**config.mk**
```make
export PLATFORM = sky130hd
export DESIGN_NAME = trigger_scheduler
export DESIGN_NICKNAME = d
export VERILOG_FILES = /design/src/rtl/trigger_pkg.sv /design/src/rtl/rr_arbiter.sv /design/src/rtl/trigger_scheduler.sv
export SDC_FILE = /design/constraint.sdc
export NUM_CORES = 1
export LEC_CHECK = 0
export BUFFER_PORTS_ARGS = -buffer_cell sky130_fd_sc_hd__buf_2
export CELL_PAD_IN_SITES_DETAIL_PLACEMENT = 1
export CELL_PAD_IN_SITES_GLOBAL_PLACEMENT = 2
export CORE_MARGIN = 2
export CORE_UTILIZATION = 25
export DETAILED_ROUTE_END_ITERATION = 7
export PLACE_DENSITY_LB_ADDON = 0.1
export SETUP_SLACK_MARGIN = 0.3
export SYNTH_ARGS = -nofsm -noshare
export SYNTH_HDL_FRONTEND = slang
export SYNTH_SLANG_ARGS = --single-unit
export TNS_END_PERCENT = 20
```
**constraint.sdc**
```tcl
create_clock -name clk -period 2.7 [get_ports clk]
set_input_delay 0 -clock clk [delete_from_list [all_inputs] [get_ports clk]]
set_output_delay 0 -clock clk [all_outputs]
set_load 0.05 [all_outputs]
```
**src/rtl/trigger_pkg.sv**
```systemverilog
// trigger_pkg
//   Shared definitions for the trigger scheduler: scheduler state encoding
//   and the default number of requesters / acknowledge timeout.
package trigger_pkg;

  localparam int DEF_N_SRC       = 4;
  localparam int DEF_ACK_TIMEOUT = 31;

  typedef enum logic [1:0] {
    ST_IDLE     = 2'd0,
    ST_WAIT_ACK = 2'd1,
    ST_ACTIVE   = 2'd2,
    ST_HOLDOFF  = 2'd3
  } sched_state_t;

endpackage

```
**src/rtl/rr_arbiter.sv**
```systemverilog
// rr_arbiter
//   Combinational round-robin pick. Searches req starting at last_grant+1,
//   wrapping at N_SRC, and returns the first requesting index.
//   Ports:
//     req        in   N_SRC           request vector
//     last_grant in   $clog2(N_SRC)   index served most recently
//     grant      out  $clog2(N_SRC)   selected index (0 when none)
//     valid      out  1               at least one request present
module rr_arbiter
  import trigger_pkg::*;
#(
  parameter int N_SRC = DEF_N_SRC
) (
  input  logic [N_SRC-1:0]         req,
  input  logic [$clog2(N_SRC)-1:0] last_grant,
  output logic [$clog2(N_SRC)-1:0] grant,
  output logic                     valid
);

  localparam int IDX_W = $clog2(N_SRC);

  logic [IDX_W-1:0] idx;

  // Walk the offsets from farthest to nearest so the nearest requester
  // after last_grant is the final (winning) assignment.
  always_comb begin
    grant = '0;
    valid = 1'b0;
    idx   = '0;
    for (int k = N_SRC; k >= 1; k--) begin
      idx = IDX_W'((int'(last_grant) + k) % N_SRC);
      if (req[idx]) begin
        grant = idx;
        valid = 1'b1;
      end
    end
  end

endmodule

```
**src/rtl/trigger_scheduler.sv**
```systemverilog
// trigger_scheduler
//   Collects single-cycle trigger requests from N_SRC sources, serves them
//   one at a time in round-robin order, handshakes with the trigger FSM via
//   trigger_pulse / is_trigger, and enforces a dead time after each trigger.
//   Ports:
//     clk            in   1   system clock, rising edge
//     reset          in   1   asynchronous, active-high
//     src_req        in   N   per-source single-cycle requests
//     src_enable     in   N   per-source enable; disabled sources lose pending
//     holdoff_cycles in   16  dead time, sampled on HOLDOFF entry
//     is_trigger     in   1   trigger FSM busy indication
//     err_clear      in   1   clears err_timeout and drop_count
//     trigger_pulse  out  1   one-cycle start pulse
//     grant_id       out  clog2(N) source being served
//     trig_done      out  1   one-cycle completion pulse
//     err_timeout    out  1   sticky acknowledge-timeout flag
//     drop_count     out  8   saturating count of cycles that lost a request
module trigger_scheduler
  import trigger_pkg::*;
#(
  parameter int N_SRC       = DEF_N_SRC,
  parameter int ACK_TIMEOUT = DEF_ACK_TIMEOUT
) (
  input  logic                     clk,
  input  logic                     reset,
  input  logic [N_SRC-1:0]         src_req,
  input  logic [N_SRC-1:0]         src_enable,
  input  logic [15:0]              holdoff_cycles,
  input  logic                     is_trigger,
  input  logic                     err_clear,
  output logic                     trigger_pulse,
  output logic [$clog2(N_SRC)-1:0] grant_id,
  output logic                     trig_done,
  output logic                     err_timeout,
  output logic [7:0]               drop_count
);

  localparam int IDX_W = $clog2(N_SRC);
  localparam int ACK_W = $clog2(ACK_TIMEOUT + 1);

  sched_state_t     state;
  logic [N_SRC-1:0] pending;
  logic [IDX_W-1:0] last_grant;
  logic [ACK_W-1:0] ack_cnt;
  logic [15:0]      hold_cnt;

  logic [N_SRC-1:0] arb_req;
  logic [IDX_W-1:0] arb_grant;
  logic             arb_valid;
  logic             grant_now;
  logic [N_SRC-1:0] new_req;
  logic [N_SRC-1:0] grant_clr;
  logic [N_SRC-1:0] pending_nxt;
  logic             drop_now;

  // Masking with src_enable keeps a source whose enable drops this cycle
  // from being granted before its pending bit is cleared.
  assign arb_req = pending & src_enable;

  rr_arbiter #(
    .N_SRC(N_SRC)
  ) u_arb (
    .req       (arb_req),
    .last_grant(last_grant),
    .grant     (arb_grant),
    .valid     (arb_valid)
  );

  assign grant_now = (state == ST_IDLE) && arb_valid;
  assign new_req   = src_req & src_enable;

  // A fresh request wins over the grant clearing the same pending bit.
  // A request that finds its bit already pending (and not being granted)
  // is lost; all such losses in one cycle count once.
  always_comb begin
    grant_clr = '0;
    if (grant_now) grant_clr[arb_grant] = 1'b1;
    pending_nxt = ((pending & ~grant_clr) | new_req) & src_enable;
    drop_now    = |(new_req & pending & ~grant_clr);
  end

  always_ff @(posedge clk or posedge reset) begin
    if (reset) begin
      state         <= ST_IDLE;
      pending       <= '0;
      last_grant    <= IDX_W'(N_SRC - 1);
      ack_cnt       <= '0;
      hold_cnt      <= '0;
      trigger_pulse <= 1'b0;
      grant_id      <= '0;
      trig_done     <= 1'b0;
      err_timeout   <= 1'b0;
      drop_count    <= '0;
    end else begin
      pending       <= pending_nxt;
      trigger_pulse <= 1'b0;
      trig_done     <= 1'b0;

      if (err_clear)
        drop_count <= '0;
      else if (drop_now && (drop_count != 8'hFF))
        drop_count <= drop_count + 8'd1;

      // A timeout set below overrides this clear in the same cycle.
      if (err_clear) err_timeout <= 1'b0;

      case (state)
        ST_IDLE: begin
          if (grant_now) begin
            grant_id      <= arb_grant;
            last_grant    <= arb_grant;
            trigger_pulse <= 1'b1;
            ack_cnt       <= '0;
            state         <= ST_WAIT_ACK;
          end
        end
        ST_WAIT_ACK: begin
          if (is_trigger) begin
            state <= ST_ACTIVE;
          end else if (ack_cnt == ACK_W'(ACK_TIMEOUT - 1)) begin
            err_timeout <= 1'b1;
            hold_cnt    <= holdoff_cycles;
            state       <= ST_HOLDOFF;
          end else begin
            ack_cnt <= ack_cnt + ACK_W'(1);
          end
        end
        ST_ACTIVE: begin
          if (!is_trigger) begin
            trig_done <= 1'b1;
            hold_cnt  <= holdoff_cycles;
            state     <= ST_HOLDOFF;
          end
        end
        ST_HOLDOFF: begin
          if (hold_cnt == 16'd0)
            state <= ST_IDLE;
          else
            hold_cnt <= hold_cnt - 16'd1;
        end
        default: state <= ST_IDLE;
      endcase
    end
  end

endmodule
```
==> run_results.csv <==
group,metric,value,unit
status,status,"complete, no violations",
yosys,async_flop_share,1.00,
floorplanning,io-pin-count,41,
critical_path,crit_chain,"inv_1, ha_2, nor3b_4, nand4_2, or4_4, a211oi_4, nand2_1, mux2_4",
yosys,synth_seq_area_share,0.401,
yosys,synth_cell_types,64,
critical_path,critical_path_peak_fanout,4,
finish,fin_util,0.325,
critical_path,cp.arrival,2550,ps
global_routing,grt_pass1_vias,2488,
clock_network,cts_buffers,5,
min_path,hp-class,"input port to register",
floorplanning,core_area,0.0103,mm^2
drt,antenna_left,0,
power_and_ir_drop,power_density,929,mW/mm^2
timing,maxSlewHeadroom,0.378,
clock_network,h-tree-depth,2,
global_routing,grt_pass1_wl,12.1,mm
critical_path,start_kind,"register",
drt,via_per_inst,4.72,
floorplanning,rows,37,
timing,finalSetupTns,0,ps
yosys,synth_edf_count,0,
timing,period_share,0.874,
floorplanning,die_h,106,um
clock_network,root_buffer,"clkbuf_8",
finish,fillers,1269,
timing,final_max_slew_viol_count,0,
floorplanning,die_w,106,um
timing,clock.fmax,0.424,GHz
drt,drc,0,
timing,fin_crit,2360,ps
drt,drtPass1Iterations,4,
critical_path,cpPeakStageDelay,480,ps
yosys,synth.avg_cell_area,8.75,um^2
critical_path,critPathCaptureType,"register",
yosys,synth_seq_cells,42,
global_routing,grt-ovfl-total,0,
critical_path,critPathSlowestCell,"or4_4",
drt,highest_layer,"met4",
clock_network,clkTransAtPathRegs,90,ps
placed_design,hpwl,5.31,mm
critical_path,timing_worst_setup_path_type,"register to register",
finish,multiInputGateArea,0.00152,mm^2
clock_network,cts_sinks,42,
drt,dr_wl_met3,185,um
global_routing,antenna_found_initial,0,
power_and_ir_drop,p_leak,1.46,nW
finish,fin_cells,501,
global_routing,grt_max_degree,25,
global_routing,grt_usage,0.132,
finish,antenna_cells,0,
floorplanning,die_area,0.0113,mm^2
timing,clock_skew,4.94,ps
yosys,syn_nets,336,
clock_network,clk_path_buf_depth,2,
yosys,ys.flop_type,"dfrtp_1",
yosys,synthesis.area,0.00263,mm^2
clock_network,cts_tree,"built",
drt,met1_length,3.64,mm
finish,layout_common_cells,"nand2_1 (45), dfrtp_1 (40), buf_2 (40)",
drt,vias,2366,
yosys,yosys_warnings,0,
critical_path,cp.required,2890,ps
finish,nets,400,
placed_design,gp_congestion,0.744,
finish,design_area,0.00334,mm^2
finish,area_delta_synth_final,27.2,%
job,drv_cap,0,
timing,finalHoldViolCount,0,
yosys,netlist_instances,300,
floorplanning,start_util,0.256,
drt,wl_met2,3.11,mm
timing,rsz0062_at_grt,"true",
finish,layout_commonest_cell,"nand2_1",
drt,wl_per_cell,14.0,um
placed_design,dpl.cell_count,473,
timing,setup_viol,0,
clock_network,clk_latency,300,ps
placed_design,placed_area,0.00300,mm^2
timing,holdWs,12.4,ps
drt,wl,7.00,mm
critical_path,critPathTopFamily,"simple AND/OR/NAND/NOR gates",
placed_design,io_buffers,40,
critical_path,path_buf_inv,1,
finish,layout-drive-gt1-share,0.227,
drt,drt_iter0_markers,45,
power_and_ir_drop,ir_drop,0.000334,V
timing,worst_pin_slew,927,ps
finish,ff_latch_area,0.00105,mm^2
routing by layer:
layer  up-vias  GRT usage
met5         -          0
met4         0     0.0334
met3         7     0.0208
met2        26      0.216
met1      1123      0.183
li1       1210          -
cell usage after synthesis (2+ instances only):
| cell | number | area, um^2 |
|---|---|---|
| a211oi_1 | 2 | 15.0 |
| dfstp_2 | 2 | 52.6 |
| nand4_1 | 3 | 18.8 |
| o31ai_1 | 2 | 15.0 |
| dfrtp_1 | 40 | 1000 |
| nor3_1 | 5 | 25.0 |
| and3_1 | 4 | 25.0 |
| inv_1 | 12 | 45.0 |
| o32ai_1 | 2 | 17.5 |
| mux2_4 | 3 | 45.0 |
| a31oi_1 | 2 | 12.5 |
| a21o_1 | 3 | 22.5 |
| nand2b_1 | 8 | 50.1 |
| a21oi_1 | 29 | 145 |
| and2_1 | 5 | 31.3 |
| or2_2 | 2 | 12.5 |
| nor4_1 | 3 | 18.8 |
| o21a_1 | 3 | 22.5 |
| or3_1 | 2 | 12.5 |
| o21ai_0 | 13 | 65.1 |
| ha_1 | 8 | 100 |
| nand2_1 | 45 | 169 |
| mux2i_1 | 6 | 60.1 |
| nand3_1 | 14 | 70.1 |
| o21ai_2 | 2 | 17.5 |
| nor2b_1 | 7 | 43.8 |
| clkbuf_1 | 7 | 26.3 |
| o211ai_1 | 2 | 15.0 |
| nor2_1 | 19 | 71.3 |
| o22ai_1 | 11 | 68.8 |
per-stage QoR:
step           worst slack (ps)  total power, mW
4_1_cts                     267             3.12
3_3_place_gp                258             2.53
5_1_grt                     248             3.41
2_1_floorplan               477             2.14
6_report                    340             3.10
3_5_place_dp                235             2.55
area by class of cell:
| type | count | area share |
|---|---|---|
| well taps | 136 | 0.0509 |
| clock inverters | 3 | 0.0120 |
| clock buffers | 5 | 0.0206 |
| multi-input cells | 237 | 0.455 |
| flip-flops and latches | 42 | 0.315 |
| repair buffers | 66 | 0.133 |
| inverters | 12 | 0.0135 |
sequential cells by signal, summed over array words and instances (netlist names):
| register | cells |
|---|---|
| err_timeout | 1 |
| ack_cnt | 5 |
| drop_count | 8 |
| hold_cnt | 16 |
| trig_done | 1 |
| grant_id | 2 |
| state | 2 |
| pending | 4 |
| last_grant | 2 |
| trigger_pulse | 1 |
worst paths after layout:
check,start,end,slack [ps],cells after the start
max,hold_cnt[0]$_DFFE_PP0P_,state[1]$_DFFE_PP0P_,340,8
min,holdoff_cycles[11],hold_cnt[11]$_DFFE_PP0P_,10,3
max reg2reg,hold_cnt[0]$_DFFE_PP0P_,state[1]$_DFFE_PP0P_,340,8
min reg2reg,grant_id[1]$_DFFE_PP0P_,grant_id[1]$_DFFE_PP0P_,490,2
max in group asynchronous,reset,last_grant[1]$_DFFE_PP1P_,1580,4
min in group asynchronous,reset,hold_cnt[8]$_DFFE_PP0P_,330,3
power breakdown:
part	switching (mW)	internal, mW
sequential	0.246	0.847
combinational	0.897	0.603
clock	0.239	0.273
timing repair:
| action | CTS | global route |
|---|---|---|
| endpoints found under the setup margin | 13 | 23 |
| resized for setup | 2 | 7 |
| endpoints found under the hold margin | 35 | 0 |
| pin swaps | 1 | 2 |
| setup buffers | 0 | 2 |
| hold buffers | 18 | 0 |
cells by family (layout without fill, tap and decap cells):
logic type                 count (synthesis)  in the layout  share of synthesized area
and+or+nand+nor                          134            134                      0.272
AOI/OAI and AO/OA                         85             85                      0.211
DFF                                       42             42                      0.401
buffers and inverters                     21             86                     0.0333
muxes                                     10             10                     0.0443
adders and majority gates                  8              8                     0.0381
worst register-to-register path: cells and delay by family, from the launching register on:
family / cells / cell delay (ps)
compound gates: 1 / 250
mux: 1 / 310
fa+ha+maj: 1 / 200
buf+inv: 1 / 90
flops: 1 / 410
simple gates: 4 / 990
Power figures use the tool's default switching activity.
